File: src/rtl/seg7_pkg.sv
// Shared types and the hex-to-segment lookup for the seven-segment display path.
package seg7_pkg;

  // Index of one of the four multiplexed digits (0 = rightmost).
  typedef logic [1:0] digit_idx_t;

  // One hex digit.
  typedef logic [3:0] nibble_t;

  // Active-high segment patterns, bit order {g,f,e,d,c,b,a}, for hex 0..F.
  localparam logic [6:0] SEG_HEX [16] = '{
    7'h3F, 7'h06, 7'h5B, 7'h4F,
    7'h66, 7'h6D, 7'h7D, 7'h07,
    7'h7F, 7'h6F, 7'h77, 7'h7C,
    7'h39, 7'h5E, 7'h79, 7'h71
  };

  // Drive mask applied to a one-hot digit enable for the given digit.
  function automatic logic [3:0] digit_onehot(input digit_idx_t idx);
    return 4'b0001 << idx;
  endfunction

endpackage

File: src/rtl/seg7_hex_decode.sv
// Combinational hex nibble to active-high seven-segment pattern.
module seg7_hex_decode
  import seg7_pkg::*;
(
  input  nibble_t    nibble,
  output logic [6:0] pattern
);

  // Pure table lookup; polarity is handled by the caller.
  assign pattern = SEG_HEX[nibble];

endmodule

File: src/rtl/seg7_history_display.sv
// Four-digit multiplexed display of the last four distinct input nibbles.
// The newest value is shown on the rightmost digit; a one-cycle 'changed'
// strobe marks every new history entry.
module seg7_history_display
  import seg7_pkg::*;
#(
  parameter int REFRESH_DIV = 131072,
  parameter bit ACTIVE_LOW  = 1'b1
) (
  input  logic       clock,
  input  logic       reset,
  input  logic [3:0] value,
  output logic [6:0] segments,
  output logic       dp,
  output logic [3:0] anodes,
  output logic       changed
);

  localparam int              CW        = $clog2(REFRESH_DIV);
  localparam logic [CW-1:0]   SCAN_LAST = CW'(REFRESH_DIV - 1);
  localparam logic [6:0]      SEG_MASK  = {7{ACTIVE_LOW}};
  localparam logic [3:0]      AN_MASK   = {4{ACTIVE_LOW}};

  nibble_t       value_q_reg;
  nibble_t       prev_reg;
  logic          primed_reg;
  logic [15:0]   history_reg;
  logic          changed_reg;
  logic [CW-1:0] scan_reg;
  digit_idx_t    idx_reg;

  nibble_t       digits [4];
  nibble_t       cur_nibble;
  logic [6:0]    cur_pattern;

  logic [6:0]    segments_reg;
  logic          dp_reg;
  logic [3:0]    anodes_reg;

  // Input register; deliberately not reset so priming sees the live input.
  always_ff @(posedge clock) begin
    value_q_reg <= value;
  end

  // Priming, change detection and history shift.
  always_ff @(posedge clock) begin
    if (reset) begin
      history_reg <= 16'h0000;
      prev_reg    <= 4'h0;
      primed_reg  <= 1'b0;
      changed_reg <= 1'b0;
    end else if (!primed_reg) begin
      // First cycle after reset only learns the current value.
      prev_reg    <= value_q_reg;
      primed_reg  <= 1'b1;
      changed_reg <= 1'b0;
    end else if (value_q_reg != prev_reg) begin
      history_reg <= {history_reg[11:0], value_q_reg};
      prev_reg    <= value_q_reg;
      changed_reg <= 1'b1;
    end else begin
      changed_reg <= 1'b0;
    end
  end

  // Refresh divider: each digit stays enabled for REFRESH_DIV cycles.
  always_ff @(posedge clock) begin
    if (reset) begin
      scan_reg <= '0;
      idx_reg  <= 2'd0;
    end else if (scan_reg == SCAN_LAST) begin
      scan_reg <= '0;
      idx_reg  <= idx_reg + 2'd1;
    end else begin
      scan_reg <= scan_reg + 1'b1;
    end
  end

  // Split the history into per-digit nibbles; digit 0 is the newest.
  genvar gi;
  generate
    for (gi = 0; gi < 4; gi++) begin : g_digit
      assign digits[gi] = history_reg[gi*4 +: 4];
    end
  endgenerate

  assign cur_nibble = digits[idx_reg];

  seg7_hex_decode u_decode (
    .nibble  (cur_nibble),
    .pattern (cur_pattern)
  );

  // Registered drive stage with board polarity applied.
  always_ff @(posedge clock) begin
    if (reset) begin
      segments_reg <= SEG_HEX[0] ^ SEG_MASK;
      dp_reg       <= 1'b1 ^ ACTIVE_LOW;
      anodes_reg   <= digit_onehot(2'd0) ^ AN_MASK;
    end else begin
      segments_reg <= cur_pattern ^ SEG_MASK;
      dp_reg       <= (idx_reg == 2'd0) ^ ACTIVE_LOW;
      anodes_reg   <= digit_onehot(idx_reg) ^ AN_MASK;
    end
  end

  assign segments = segments_reg;
  assign dp       = dp_reg;
  assign anodes   = anodes_reg;
  assign changed  = changed_reg;

endmodule
File: config.mk
export PLATFORM = sky130hd
export DESIGN_NAME = seg7_history_display
export DESIGN_NICKNAME = d
export VERILOG_FILES = /design/src/rtl/seg7_pkg.sv /design/src/rtl/seg7_hex_decode.sv /design/src/rtl/seg7_history_display.sv
export SDC_FILE = /design/constraint.sdc
export NUM_CORES = 1
export LEC_CHECK = 0
export CAP_MARGIN = 20
export CORE_UTILIZATION = 55
export CTS_CLUSTER_DIAMETER = 100
export DETAILED_ROUTE_END_ITERATION = 8
export GPL_TIMING_DRIVEN = 1
export PLACE_DENSITY_LB_ADDON = 0.05
export SYNTH_ARGS = -nofsm -noshare
export SYNTH_HDL_FRONTEND = slang
export SYNTH_SLANG_ARGS = --single-unit
File: constraint.sdc
create_clock -name clock -period 3.3 [get_ports clock]
set_clock_uncertainty 0.1 [all_clocks]
set_input_delay 0.66 -clock clock [delete_from_list [all_inputs] [get_ports clock]]
set_output_delay 0.66 -clock clock [all_outputs]
set_load 0.03 [all_outputs]
==> metrics.md <==
| Metric | Value |
|---|---|
| # clock sinks | `56` |
| Hold Violations, Final | `0` |
| RSZ-0062 raised after global routing | `false` |
| DP Worst Slack | `roughly 0.90 ns` |
| Row count | `23` |
| CP required | `3.42 ns` |
| MaxCap Viol Count | `0` |
| Setup ws final | `approximately 0.93 ns` |
| Cts hold-fix bufs | `0` |
| Core Region | `between 0.004 and 0.005 sq mm` |
| WS Path Type | `reg -> reg` |
| Worst slew pin tran | `0.5198 ns` |
| Critical Path Most Common Cell | `ha_1` |
| Synth warn | `0` |
| Routed wire length | `3.913 mm` |
| HP Class | `reg -> reg` |
| Num CTS Buffers | `5` |
| Stages on worst setup path | `7` |
| Postcts setup bufs | `0` |
| CP max stage cell | `dfxtp_1` |
| Startpoint types | `flip-flop` |
| # diodes | `0` |
| Crit path DAT | `2.49 ns` |
| I/O pins | `19` |
| PwrDens | `between 400 and 500 mW/mm^2` |
| Cell taking the most area after synthesis | `dfxtp_1` |
| Placer Congestion | `roughly 0.76` |
| Fmax | `around 420 MHz` |
| Clk root buf | `clkbuf_8` |
| Slew Viols, Final | `0` |
| Crit path max fanout | `15` |
| Syn nets | `about 250` |
| #FFs+latches synth | `between 50 and 60` |
| Worst-skew pair later-pin latency | `between 0.3 and 0.4 ns` |
| Worst IR drop on VDD | `around 0.33 mV` |
| DRT antenna net count | `0` |
| Area contributors post-synth | `dfxtp_1 (48%), mux2i_1 (7.2%), nor2_1 (6.5%)` |
| DP HPWL | `about 2.8 mm` |
| Fin crit share | `0.7174` |
| Crit. End Element | `flip-flop` |
| Initial antenna violation count | `0` |
| Residual DRC | `0` |
| Max reg flops | `17` |
| Total power | `about 1.3 mW` |
| Clk buf depth | `2` |
| Wire length per cell | `13.26 um` |
| Placed cell area | `0.002544 sq mm` |
| Post-Syn Area | `approximately 0.0024 sq mm` |
| Via count | `1592` |
| Pin count of the biggest net entering global routing | `21` |
| FF+latch area | `0.001121 sq mm` |
| Worst path bufs/invs | `0` |
| CP max stage delay | `slightly below 0.4 ns` |
| Fraction of layout cells with a size suffix above 1 | `0.08571` |
| # fillers | `about 340` |
| Vias per inst | `about 5.4` |
| Die area | `between 0.004 and 0.005 sq mm` |
| Syn-to-layout area delta | `13.18%` |
| Pre-antenna DRT Iters | `4` |
| GRT Resource Usage Total | `0.1997` |
| Post-Place Cells | `roughly 290` |
| Final #Nets | `approximately 260` |
| Sum of negative setup slack | `0 ns` |
| Chip Height | `a little under 70 um` |
| Initial core utilization | `0.5803` |
| Register clock-pin slew on the reported worst setup and hold paths | `0.10 ns` |
| Synth async-reset ratio | `0` |
| Post-Layout Cell Count | `a little under 300` |
| Die Wd | `about 67 um` |
| Delay-heaviest family, CP | `simple AND/OR/NAND/NOR gates` |
| Static Leak | `around 1.1 nW` |
| Gr ovfl total | `0` |
| Cell variety after synth | `44` |
| CTS tree | `built` |
| Outcome | `finished, final reports clean` |
| Endpoints failing setup | `0` |
| Syn_area_per_cell | `~10 sq um` |
| Initial DRC count | `76` |
| Slew headroom | `0.6524` |
| Synth top cells by count | `dfxtp_1 (56), nor2_1 (41), mux2i_1 (17)` |
| Port Buffer Count | `18` |
| Wire length of the first global-routing pass | `6.541 mm` |
| Synth Instances | `between 200 and 250` |
| H-tree levels | `2` |
| R2R depth | `7` |
| Post-cts resize count | `0` |
| Number of synthesized flops with an enable pin | `0` |
| Multi-input gate area | `approximately 0.0011 sq mm` |
| Count leader, synth | `dfxtp_1` |
| Cell breakdown of the critical path | `ha_1, nand4_1, nor4_1, ha_1, or2_2, nor2_1, a41o_1` |
| Vias in the first global route | `1462` |
| Final min period | `2.367 ns` |
| Fin area | `between 0.002 and 0.003 sq mm` |
| Post-synth top area share | `0.4761` |
| Ys flop type | `dfxtp_1` |
| Hold depth | `1` |
| Sequential share of the synthesized area | `0.4761` |
## cells in the final DEF (no fill, tap or decap), types with 2 or more instances in the layout
cell type / count
nor4_1: 3
dfxtp_1: 56
ha_1: 12
xnor2_1: 9
buf_4: 2
nand2_1: 13
nor3_1: 3
nor2_1: 41
clkbuf_8: 6
and2_1: 2
a21oi_1: 4
a211oi_1: 2
xor2_1: 8
mux4_2: 2
inv_1: 8
clkdlybuf4s50_1: 18
nand4_1: 3
mux4_1: 2
nor2b_1: 6
nand3_1: 4
mux2i_1: 17
## per-layer routing
layer  up-vias  track usage  share of wire
met5         -            0              0
met4         0       0.1197          0.024
met3         7      0.04054          0.033
met2        33       0.3338           0.48
met1       752       0.2345           0.47
li1        800            -              -
## path summary, 6_finish.rpt
| kind | startpoint | endpoint | slack [ns] |
|---|---|---|---|
| hold / removal | scan_reg[0]$_SDFF_PP0_ | scan_reg[0]$_SDFF_PP0_ | 0.39 |
| setup / recovery | scan_reg[0]$_SDFF_PP0_ | scan_reg[13]$_SDFF_PP0_ | 0.93 |
| hold reg to reg | scan_reg[0]$_SDFF_PP0_ | scan_reg[0]$_SDFF_PP0_ | 0.39 |
| setup reg to reg | scan_reg[0]$_SDFF_PP0_ | scan_reg[13]$_SDFF_PP0_ | 0.93 |
## power breakdown
part	internal, mW	switching, mW	total (mW)
sequential	0.698	0.0139	0.712
clock	0.248	0.221	0.469
combinational	0.0560	0.0678	0.124
## logic make-up after synthesis
| group | share of synthesized area |
|---|---|
| fa+ha+maj | 0.06376 |
| compound gates | 0.06004 |
| flops | 0.4761 |
| mux | 0.1233 |
| simple gates | 0.1685 |
| xor+xnor | 0.06323 |
| buf+inv | 0.04516 |
## worst register-to-register path: cells and delay by family (launching register included)
family | cells | cell delay (ns)
AOI/OAI and AO/OA | 1 | 0.24
DFF | 1 | 0.39
and+or+nand+nor | 4 | 0.97
adders and majority gates | 2 | 0.57
## cell type report
type | instances | area share
Tap cell | 50 | 0.02347
Sequential cell | 56 | 0.4207
Timing Repair Buffer | 20 | 0.07324
Clock inverter | 2 | 0.01455
Inverter | 8 | 0.01127
Clock buffer | 6 | 0.03099
Multi-Input combinational cell | 153 | 0.4258
## metrics by stage
| step | hold slack (ns) | util |
|---|---|---|
| CTS | 0.4018 | 0.6568 |
| finish | 0.3919 | 0.6568 |
| detailed placement | 0.3794 | 0.6269 |
| floorplan | 0.3297 | - |
| global placement | 0.3513 | 0.6269 |
| global route | 0.4211 | 0.6568 |
Power figures use the tool's default switching activity.
